$ cat config.mk
export PLATFORM = sky130hd
export DESIGN_NAME = multi_channel_noise_source
export DESIGN_NICKNAME = d
export VERILOG_FILES = /design/src/rtl/noise_pkg.sv /design/src/rtl/noise_lfsr_bank.sv /design/src/rtl/multi_channel_noise_source.sv
export SDC_FILE = /design/constraint.sdc
export NUM_CORES = 2
export LEC_CHECK = 0
export ABC_AREA = 1
export CAP_MARGIN = 20
export CELL_PAD_IN_SITES_DETAIL_PLACEMENT = 0
export CELL_PAD_IN_SITES_GLOBAL_PLACEMENT = 2
export CORE_ASPECT_RATIO = 2
export CORE_MARGIN = 8
export CORE_UTILIZATION = 40
export CTS_CLUSTER_DIAMETER = 50
export DETAILED_ROUTE_END_ITERATION = 12
export PLACE_DENSITY = 0.83
export SKIP_CTS_REPAIR_TIMING = 1
export SKIP_LAST_GASP = 1
export SLEW_MARGIN = 30
export SYNTH_ARGS = -nofsm -noshare
export SYNTH_HDL_FRONTEND = slang
export SYNTH_HIERARCHICAL = 1
export SYNTH_SLANG_ARGS = --single-unit
$ cat constraint.sdc
create_clock -name clk -period 16.5 [get_ports clk]
set_clock_uncertainty 0.15 [all_clocks]
set_input_delay 3.3 -clock clk [delete_from_list [all_inputs] [get_ports clk]]
set_output_delay 3.3 -clock clk [all_outputs]
set_load 0.1 [all_outputs]
$ cat src/rtl/noise_pkg.sv
// rtl/noise_pkg.sv - shared modes, FSM states and arithmetic helpers for the noise source
package noise_pkg;

    localparam logic [1:0]  MODE_WHITE  = 2'd0;
    localparam logic [1:0]  MODE_PINK   = 2'd1;
    localparam logic [1:0]  MODE_BROWN  = 2'd2;
    localparam logic [1:0]  MODE_MUTE   = 2'd3;

    localparam logic [31:0] LFSR_MASK   = 32'h80200003;
    localparam logic [31:0] SEED_STRIDE = 32'h9E3779B9;

    typedef enum logic [1:0] {
        ST_IDLE    = 2'd0,
        ST_RUN     = 2'd1,
        ST_PUBLISH = 2'd2
    } state_e;

    // Returns 16 for a zero input so callers can reject it with a range test.
    function automatic logic [4:0] ctz16(input logic [15:0] x);
        logic [4:0] r;
        r = 5'd16;
        for (int i = 15; i >= 0; i--) begin
            if (x[i]) r = 5'(i);
        end
        return r;
    endfunction

    // Symmetric clip to +/-(2^(w-1)-1); the most negative code is never produced.
    function automatic logic signed [31:0] sat_w(input logic signed [31:0] x, input int w);
        logic signed [31:0] lim;
        lim = (32'sd1 <<< (w - 1)) - 32'sd1;
        if (x > lim)  return lim;
        if (x < -lim) return -lim;
        return x;
    endfunction

    function automatic logic [31:0] lfsr_step(input logic [31:0] x);
        return x[0] ? ((x >> 1) ^ LFSR_MASK) : (x >> 1);
    endfunction

    function automatic logic [31:0] chan_seed(input logic [31:0] s, input int c);
        logic [31:0] v;
        v = s ^ (32'(c) * SEED_STRIDE);
        return (v == 32'd0) ? 32'd1 : v;
    endfunction

endpackage

$ cat src/rtl/noise_lfsr_bank.sv
// rtl/noise_lfsr_bank.sv - per-channel 32-bit Galois LFSRs with one indexed step port
module noise_lfsr_bank
    import noise_pkg::*;
#(
    parameter int          NUM_CH    = 4,
    parameter logic [31:0] SEED_BASE = 32'hACE11D2B,
    localparam int         CH_W      = (NUM_CH > 1) ? $clog2(NUM_CH) : 1
) (
    input  logic            clk,
    input  logic            rst_n,
    input  logic [CH_W-1:0] idx_i,
    input  logic            step_i,
    input  logic            load_i,
    input  logic [31:0]     seed_i,
    output logic [31:0]     lfsr_next_o
);

    logic [31:0] lfsr_q [NUM_CH];

    always_ff @(posedge clk or negedge rst_n) begin
        if (!rst_n) begin
            for (int c = 0; c < NUM_CH; c++) lfsr_q[c] <= chan_seed(SEED_BASE, c);
        end else if (load_i) begin
            for (int c = 0; c < NUM_CH; c++) lfsr_q[c] <= chan_seed(seed_i, c);
        end else if (step_i) begin
            lfsr_q[idx_i] <= lfsr_step(lfsr_q[idx_i]);
        end
    end

    // The consumer always wants the post-step value of the selected channel.
    assign lfsr_next_o = lfsr_step(lfsr_q[idx_i]);

endmodule

$ cat src/rtl/multi_channel_noise_source.sv
// rtl/multi_channel_noise_source.sv - time-multiplexed white/pink/brown noise over NUM_CH channels
module multi_channel_noise_source
    import noise_pkg::*;
#(
    parameter int          WIDTH     = 18,
    parameter int          FRAC      = 14,
    parameter int          NUM_CH    = 4,
    parameter int          NUM_ROWS  = 8,
    parameter int          ROW_W     = 12,
    parameter logic [31:0] SEED_BASE = 32'hACE11D2B
) (
    input  logic                    clk,
    input  logic                    rst_n,
    input  logic                    clk_en,
    input  logic [1:0]              mode,
    input  logic [3:0]              gain_shift,
    input  logic                    reseed,
    input  logic [31:0]             seed,
    output logic [NUM_CH*WIDTH-1:0] noise_out,
    output logic                    noise_valid,
    output logic                    overrun
);

    localparam int CH_W  = (NUM_CH > 1) ? $clog2(NUM_CH) : 1;
    localparam int RI_W  = $clog2(NUM_ROWS);
    localparam int SUM_W = ROW_W + $clog2(NUM_ROWS + 1);

    if (NUM_CH < 1 || NUM_CH > 16 || NUM_ROWS < 2 || NUM_ROWS > 16 || FRAC >= WIDTH) begin : g_bad_params
        $error("multi_channel_noise_source: parameter out of range");
    end

    state_e                  state_q, state_d;
    logic [CH_W-1:0]         ch_q, ch_d;
    logic                    pend_q, rs_pend_q, overrun_q, valid_q;
    logic [31:0]             seed_q;
    logic [1:0]              mode_q;
    logic [3:0]              gain_q;
    logic [15:0]             cnt_q;
    logic signed [ROW_W-1:0] row_q   [NUM_CH][NUM_ROWS];
    logic signed [SUM_W-1:0] sum_q   [NUM_CH];
    logic signed [WIDTH-1:0] acc_q   [NUM_CH];
    logic signed [WIDTH-1:0] stage_q [NUM_CH];
    logic [NUM_CH*WIDTH-1:0] out_q;

    logic                    tick_go, reseed_go;
    logic [31:0]             lfsr_nx;

    noise_lfsr_bank #(
        .NUM_CH    (NUM_CH),
        .SEED_BASE (SEED_BASE)
    ) u_lfsr (
        .clk         (clk),
        .rst_n       (rst_n),
        .idx_i       (ch_q),
        .step_i      (state_q == ST_RUN),
        .load_i      (reseed_go),
        .seed_i      (reseed ? seed : seed_q),
        .lfsr_next_o (lfsr_nx)
    );

    always_comb begin
        state_d   = state_q;
        ch_d      = ch_q;
        tick_go   = 1'b0;
        reseed_go = 1'b0;
        case (state_q)
            ST_IDLE: begin
                if (clk_en || pend_q) begin
                    tick_go = 1'b1;
                    ch_d    = '0;
                    state_d = ST_RUN;
                end else if (reseed || rs_pend_q) begin
                    reseed_go = 1'b1;
                end
            end
            ST_RUN: begin
                ch_d = ch_q + CH_W'(1);
                if (ch_q == CH_W'(NUM_CH - 1)) begin
                    ch_d    = '0;
                    state_d = ST_PUBLISH;
                end
            end
            ST_PUBLISH: state_d = ST_IDLE;
            default:    state_d = ST_IDLE;
        endcase
    end

    logic signed [ROW_W-1:0] w, w2;
    logic [4:0]              k;
    logic                    row_upd;
    logic [RI_W-1:0]         k_idx;
    logic signed [31:0]      w_x, w2_x, row_x, sum_x, acc_x;
    logic signed [31:0]      sum_new, pink_v, acc_new, sel_v, lane_v;

    // Flipping the MSB of an unsigned field is the same as subtracting 2^(ROW_W-1).
    always_comb begin
        w       = {~lfsr_nx[ROW_W-1], lfsr_nx[ROW_W-2:0]};
        w2      = {~lfsr_nx[2*ROW_W-1], lfsr_nx[2*ROW_W-2:ROW_W]};
        k       = ctz16(cnt_q);
        row_upd = (cnt_q != 16'd0) && (k < 5'(NUM_ROWS));
        k_idx   = k[RI_W-1:0];
        w_x     = 32'(w);
        w2_x    = 32'(w2);
        row_x   = 32'(row_q[ch_q][k_idx]);
        sum_x   = 32'(sum_q[ch_q]);
        acc_x   = 32'(acc_q[ch_q]);
        sum_new = row_upd ? (sum_x - row_x + w2_x) : sum_x;
        pink_v  = sum_new + w_x;
        acc_new = sat_w(acc_x - (acc_x >>> 8) + (w_x >>> 2), WIDTH);
        sel_v   = '0;
        case (mode_q)
            MODE_WHITE: sel_v = w_x;
            MODE_PINK:  sel_v = pink_v;
            MODE_BROWN: sel_v = acc_new;
            MODE_MUTE:  sel_v = '0;
        endcase
        lane_v  = sat_w(sel_v >>> gain_q, WIDTH);
    end

    logic unused_bits;
    assign unused_bits = ^{lfsr_nx, sum_new, acc_new, lane_v, k};

    always_ff @(posedge clk or negedge rst_n) begin
        if (!rst_n) begin
            state_q   <= ST_IDLE;
            ch_q      <= '0;
            pend_q    <= 1'b0;
            rs_pend_q <= 1'b0;
            overrun_q <= 1'b0;
            valid_q   <= 1'b0;
            seed_q    <= '0;
            mode_q    <= MODE_WHITE;
            gain_q    <= '0;
            cnt_q     <= '0;
            out_q     <= '0;
            for (int c = 0; c < NUM_CH; c++) begin
                sum_q[c]   <= '0;
                acc_q[c]   <= '0;
                stage_q[c] <= '0;
                for (int r = 0; r < NUM_ROWS; r++) row_q[c][r] <= '0;
            end
        end else begin
            state_q <= state_d;
            ch_q    <= ch_d;
            valid_q <= 1'b0;

            // A tick arriving while busy (including PUBLISH) is queued once, then dropped.
            if (state_q == ST_IDLE) begin
                if (tick_go) begin
                    pend_q <= pend_q & clk_en;
                    mode_q <= mode;
                    gain_q <= gain_shift;
                end
            end else if (clk_en) begin
                if (pend_q) overrun_q <= 1'b1;
                else        pend_q    <= 1'b1;
            end

            if (reseed_go) begin
                rs_pend_q <= 1'b0;
            end else if (reseed) begin
                rs_pend_q <= 1'b1;
                seed_q    <= seed;
            end

            if (reseed_go) begin
                cnt_q <= '0;
                for (int c = 0; c < NUM_CH; c++) begin
                    sum_q[c] <= '0;
                    acc_q[c] <= '0;
                    for (int r = 0; r < NUM_ROWS; r++) row_q[c][r] <= '0;
                end
            end else if (state_q == ST_RUN) begin
                if (row_upd) row_q[ch_q][k_idx] <= w2;
                sum_q[ch_q]   <= sum_new[SUM_W-1:0];
                acc_q[ch_q]   <= acc_new[WIDTH-1:0];
                stage_q[ch_q] <= lane_v[WIDTH-1:0];
            end else if (state_q == ST_PUBLISH) begin
                for (int c = 0; c < NUM_CH; c++) out_q[c*WIDTH +: WIDTH] <= stage_q[c];
                valid_q <= 1'b1;
                cnt_q   <= cnt_q + 16'd1;
            end
        end
    end

    assign noise_out   = out_q;
    assign noise_valid = valid_q;
    assign overrun     = overrun_q;

endmodule
# Word-level counts from Yosys, hierarchy flattened
# Cells that the tools add are included.
# word_totals
register_bits	854
inputBits	42
output_inout_bits	74
# classes
n_addsub	7
magnitude_cmp	9
n_eq_ne	10
n_shift	1
muxes	99
bitwise_logic	12
reduce_logical	27
# ops
op	n
2-to-1 mux 384 bit	3
2-to-1 mux 32 bit	14
bitwise mux 384 bit	1
2-to-1 mux 96 bit	3
2-to-1 mux 128 bit	2
binary-select mux 96 bit (select 2 bit)	1
demux 96 bit (select 2 bit)	1
bitwise mux 72 bit	2
2-to-1 mux 72 bit	2
bitwise mux 128 bit	1
zero test 32 bit	4
2-to-1 mux 64 bit	2
case mux 32 bit (4 select lines)	1
2-to-1 mux 18 bit	7
2-to-1 mux 16 bit	6
2-to-1 mux 5 bit	16
binary-select mux 32 bit (select 2 bit)	1
bitwise mux 64 bit	1
demux 32 bit (select 2 bit)	1
binary-select mux 12 bit (select 3 bit)	1
binary-select mux 18 bit (select 2 bit)	1
demux 12 bit (select 3 bit)	1
demux 18 bit (select 2 bit)	1
2-to-1 mux 12 bit	3
other kinds (39)	89

# Longest topological paths before layout
# depth
word_depth	32
mapped_depth	69
ltp_nobuf	67

# Hierarchy
# The synthesis kept the hierarchy.
# by_module_without_submodules
mod	instances	cells_per_inst	area_per_inst_um2
multi_channel_noise_source	1	4732	37410.9
noise_lfsr_bank	1	1093	7378.3

# Worst setup path before layout
# Ideal clock, no wire load.
# synth_path
path_type	flip-flop to flip-flop
startpoint	register cnt_q[14]
endpoint	register stage_q[18] (netlist name)
arrival_time_ns	7.446
slack_ns	8.786
stages_incl_launch_ff	64
path_buffers	2
synth_period_minus_slack_ns	7.714
cell_sequence	dfrtp_1 > o21ai_0 > a21oi_1 > o21ai_0 > a21oi_1 > o21ai_0 > a21oi_1 > o21ai_0 > nand2_1 > inv_1 > nand2_1 > inv_1 > clkbuf_1 > nand3_1 > nand2_1 > a221oi_1 > o2111ai_1 > inv_1 > (+28 left out) > nand3_1 > a21oi_1 > nand3b_1 > nand3_4 > inv_2 > nand2_1 > nand2_2 > o211ai_1 > nand3_1 > nand2_1 > nand2_1 > nor2_1 > nand2_2 > nand3_4 > buf_6 > nand3b_2 > nand2_1 > nand2_1
# synth_between
elab_chain_len	31
elab_cells_between_ends	37
# synth_rtl
item	line	source
start, declared	multi_channel_noise_source.sv:38	logic [15:0] cnt_q;
start signal, assigned	multi_channel_noise_source.sv:181	cnt_q <= cnt_q + 16'd1;
2-to-1 mux 5 bit (15 in series)	noise_pkg.sv:23	if (x[i]) r = 5'(i);
NOT 3 -> 4 bit (implied by the code)	multi_channel_noise_source.sv:104	row_x = 32'(row_q[ch_q][k_idx]);
binary-select mux 12 bit (select 3 bit)	multi_channel_noise_source.sv:104	
2-to-1 mux 12 bit (implied by the code) (2 in series)	multi_channel_noise_source.sv:104	
subtractor 16 x 12 -> 17 bit	multi_channel_noise_source.sv:107	sum_new = row_upd ? (sum_x - row_x + w2_x) : sum_x;
adder 17 x 12 -> 18 bit	multi_channel_noise_source.sv:107	
2-to-1 mux 32 bit *	multi_channel_noise_source.sv:107	
adder 32 x 12 -> 32 bit *	multi_channel_noise_source.sv:108	pink_v = sum_new + w_x;
case mux 32 bit (4 select lines) *	multi_channel_noise_source.sv:111	case (mode_q)
>>> shifter 32 x 4 -> 32 bit *	multi_channel_noise_source.sv:117	lane_v = sat_w(sel_v >>> gain_q, WIDTH);
less-than comparator 32 x 18 -> 1 bit	noise_pkg.sv:33	if (x < -lim) return -lim;
2-to-1 mux 1 bit (2 in series)	noise_pkg.sv:33	
2-to-1 mux 18 bit	noise_pkg.sv:34	return x;
2-to-1 mux 18 bit *	noise_pkg.sv:33	
bitwise mux 72 bit *	multi_channel_noise_source.sv:177	stage_q[ch_q] <= lane_v[WIDTH-1:0];
end signal, assigned by index	multi_channel_noise_source.sv:177	
end, declared	multi_channel_noise_source.sv:42	logic signed [WIDTH-1:0] stage_q [NUM_CH];
# Mark *: on every way between the ends. The rest lies on a longest branch, timed or not. The select of a mux whose other input is x is not followed.
# A chain may end at the register's enable or synchronous reset.

# Worst setup path in the final report
# layout_path
startpoint	register ch_q[0]
endpoint	register stage_q[39] (netlist name)
# layout_between
elab_chain_len	20
elab_cells_between_ends	50
# layout_rtl
item	line	source
start, declared	multi_channel_noise_source.sv:33	logic [CH_W-1:0] ch_q, ch_d;
start signal, assigned	multi_channel_noise_source.sv:144	ch_q <= ch_d;
NOT 2 -> 3 bit (implied by the code) *	n/a	
branches (longest 18 deep; another with adder 32 x 12 -> 32 bit)	n/a	
bitwise mux 72 bit *	multi_channel_noise_source.sv:177	
# Every way passes the cells marked *. The select of a mux whose other input is x is not followed.

==> out/metrics.json <==
{
  "status": {"value": "finished clean"},
  "drc": {"value": 0},
  "timing.critical_path.required": {"value": 16.92, "unit": "ns"},
  "grt.met1_usage": {"value": 28.2, "unit": "%"},
  "post_synth_instance_area": {"value": 0.0447, "unit": "mm2"},
  "die_area": {"value": 0.123, "unit": "mm2"},
  "worstSetupEndpointType": {"value": "register"},
  "design.core.area": {"value": 0.111, "unit": "mm2"},
  "crit_path_frequent_cell": {"value": "sky130_fd_sc_hd__nand2_1"},
  "cts.reportedPaths.clkPinSlew": {"value": 0.07, "unit": "ns"},
  "drt.antenna.violating_nets": {"value": 0},
  "numPortBuffers": {"value": 115},
  "critical_path_peak_fanout": {"value": 65},
  "arrival": {"value": 10.50, "unit": "ns"},
  "post_drt_via_cell_ratio": {"value": 5.47},
  "rsz0062_at_grt": {"value": "no"},
  "globalRouteOverflowTotal": {"value": 0},
  "drv_cap": {"value": 0},
  "detail_route.wl_per_cell": {"value": 22.3, "unit": "um"},
  "post_synth_inst_count": {"value": 5819},
  "grt_most_used_layer": {"value": "met2"},
  "postRouteWirelength": {"value": 162, "unit": "mm"},
  "yosys_warnings": {"value": 6},
  "grt_use_met2": {"value": 49.4, "unit": "%"},
  "gp_congestion": {"value": 0.928},
  "min_period": {"value": 10.08, "unit": "ns"},
  "ctsRootBufferMaster": {"value": "sky130_fd_sc_hd__clkbuf_16"},
  "num-fill-cells": {"value": 11400},
  "hold_viol_final": {"value": 0},
  "post_synth.cell_area_avg": {"value": 7.69, "unit": "um2"},
  "drt_iter0_drc": {"value": 2732},
  "grt_max_degree": {"value": 168},
  "cts-htree-levels": {"value": 3},
  "first_global_vias": {"value": 40200},
  "use_met3": {"value": 2.70, "unit": "%"},
  "multi_input_area": {"value": 0.0202, "unit": "mm2"},
  "initial_utilization": {"value": 40.3, "unit": "%"},
  "maxSlewViolCount": {"value": 0},
  "grt_first_pass_wirelength": {"value": 248, "unit": "mm"},
  "timing.final.setup_violations": {"value": 0},
  "numCtsBuffers": {"value": 87},
  "timing.fmax": {"value": 99.2, "unit": "MHz"},
  "die_y": {"value": 489, "unit": "um"},
  "slowest_delay": {"value": 0.99, "unit": "ns"},
  "final_net_count": {"value": 5837},
  "clk_buf_depth": {"value": 3},
  "syn_nets": {"value": 5961},
  "worst_setup_path_start_kind": {"value": "register"},
  "drt-pass1-iter-count": {"value": 5},
  "setup.worst_path.class": {"value": "reg -> reg"},
  "drive_above_1_share": {"value": 6.82, "unit": "%"},
  "fin_setup_tns": {"value": 0, "unit": "ns"},
  "rows": {"value": 173},
  "hpwl": {"value": 111, "unit": "mm"},
  "pin_count": {"value": 116},
  "hp-class": {"value": "reg -> reg"},
  "areaGrowthSynthToFinish": {"value": 11.3, "unit": "%"},
  "final_min_period_over_clock_period": {"value": 61.1, "unit": "%"},
  "tritoncts": {"value": "done"},
  "critical-path-slowest-cell": {"value": "sky130_fd_sc_hd__dfrtp_4"},
  "clock_latency_of_the_later_clocked_register_in_the_worst_skew_pair": {"value": 0.69, "unit": "ns"},
  "die_w": {"value": 253, "unit": "um"},
  "grtUsageTotal": {"value": 26.1, "unit": "%"},
  "detailroute.via_count": {"value": 39600},
  "slew_headroom": {"value": 27.6, "unit": "%"},
  "antenna_found_initial": {"value": 1},
  "cts.sink_count": {"value": 854},
  "regArea": {"value": 0.0215, "unit": "mm2"},
  "tightestPinTransition": {"value": 1.07, "unit": "ns"}
}
-- path summary, 6_finish.rpt --
| check | startpoint | end | slack (ns) | cells past startpoint |
|---|---|---|---|---|
| worst min register to register | u_lfsr/lfsr_q[123] | u_lfsr/lfsr_q[123] | 0.31 | 2 |
| worst max register to register | ch_q[0] | stage_q[39] | 6.42 | 55 |
| max in group asynchronous | rst_n | noise_out[33] | 10.96 | 5 |
| worst min-delay path | u_lfsr/lfsr_q[123] | u_lfsr/lfsr_q[123] | 0.31 | 2 |
| worst max-delay path | ch_q[0] | stage_q[39] | 6.42 | 55 |
| min in group asynchronous | rst_n | row_q[77] | 2.40 | 1 |
-- through the flow --
stage | hold WS (ns) | instance area (um2) | cells | util (%) | worst slack (ns)
final | 0.315 | 49800 | 7253 | 44.8 | 6.42
after global routing | 0.329 | 49800 | 7253 | 44.8 | 5.49
after CTS | 0.320 | 49700 | 7248 | 44.7 | 6.40
after detailed placement | 0.307 | 46800 | 7089 | 42.1 | 6.42
after global placement | 0.306 | 46800 | 7089 | 42.2 | 6.47
after floorplan | 0.292 | 44700 | 5819 | - | 8.79
-- final cells by class --
cell class | count | area share, %
clock buffer | 129 | 5.11
antenna | 1 | 0.00503
inverter | 412 | 3.14
sequential | 854 | 43.1
timing repair buffer | 187 | 3.60
tap | 1487 | 3.74
clock inverter | 30 | 0.736
multi-input combinational | 4153 | 40.6
-- sequential cells by signal, summed over array words and instances, names as in the netlist --
name	count
cnt_q	16
ch_q	2
overrun	1
noise_out	72
mode_q	2
seed_q	32
rs_pend_q	1
pend_q	1
u_lfsr/lfsr_q	128
sum_q	64
stage_q	72
noise_valid	1
gain_q	4
acc_q	72
state_q	2
row_q	384
-- placed cells by master, fill, tap and decap left out, types with 37 or more instances in the layout --
cell                              count
sky130_fd_sc_hd__inv_1              389
sky130_fd_sc_hd__nand2_2             37
sky130_fd_sc_hd__nand2_1           1495
sky130_fd_sc_hd__ha_1                66
sky130_fd_sc_hd__a21oi_1            198
sky130_fd_sc_hd__o22ai_1            171
sky130_fd_sc_hd__clkbuf_16           88
sky130_fd_sc_hd__clkdlybuf4s50_1    102
sky130_fd_sc_hd__buf_4               57
sky130_fd_sc_hd__dfrtp_1            793
sky130_fd_sc_hd__nand3_1            616
sky130_fd_sc_hd__o21ai_0            921
sky130_fd_sc_hd__nand4_1             53
sky130_fd_sc_hd__nor2_1             374
sky130_fd_sc_hd__dfstp_2             59
-- per-layer routing --
metal	vias up	part of all wire [%]
met5	-	0
met1	19400	37
met4	0	5.7
met2	854	54
li1	19100	-
met3	299	3.1
-- worst max-delay path, delay by kind of cell, from the launching register on --
family                   cells  cell delay (ns)
AO/OA/AOI/OAI               12             2.70
buffers and inverters        9             1.35
AND/OR/NAND/NOR             31             3.44
flip-flops                   1             0.99
adder cells (fa/ha/maj)      3             1.23
Power is not shown: default switching activity piles up to over one toggle a cycle in this logic, so the estimate is an artifact.
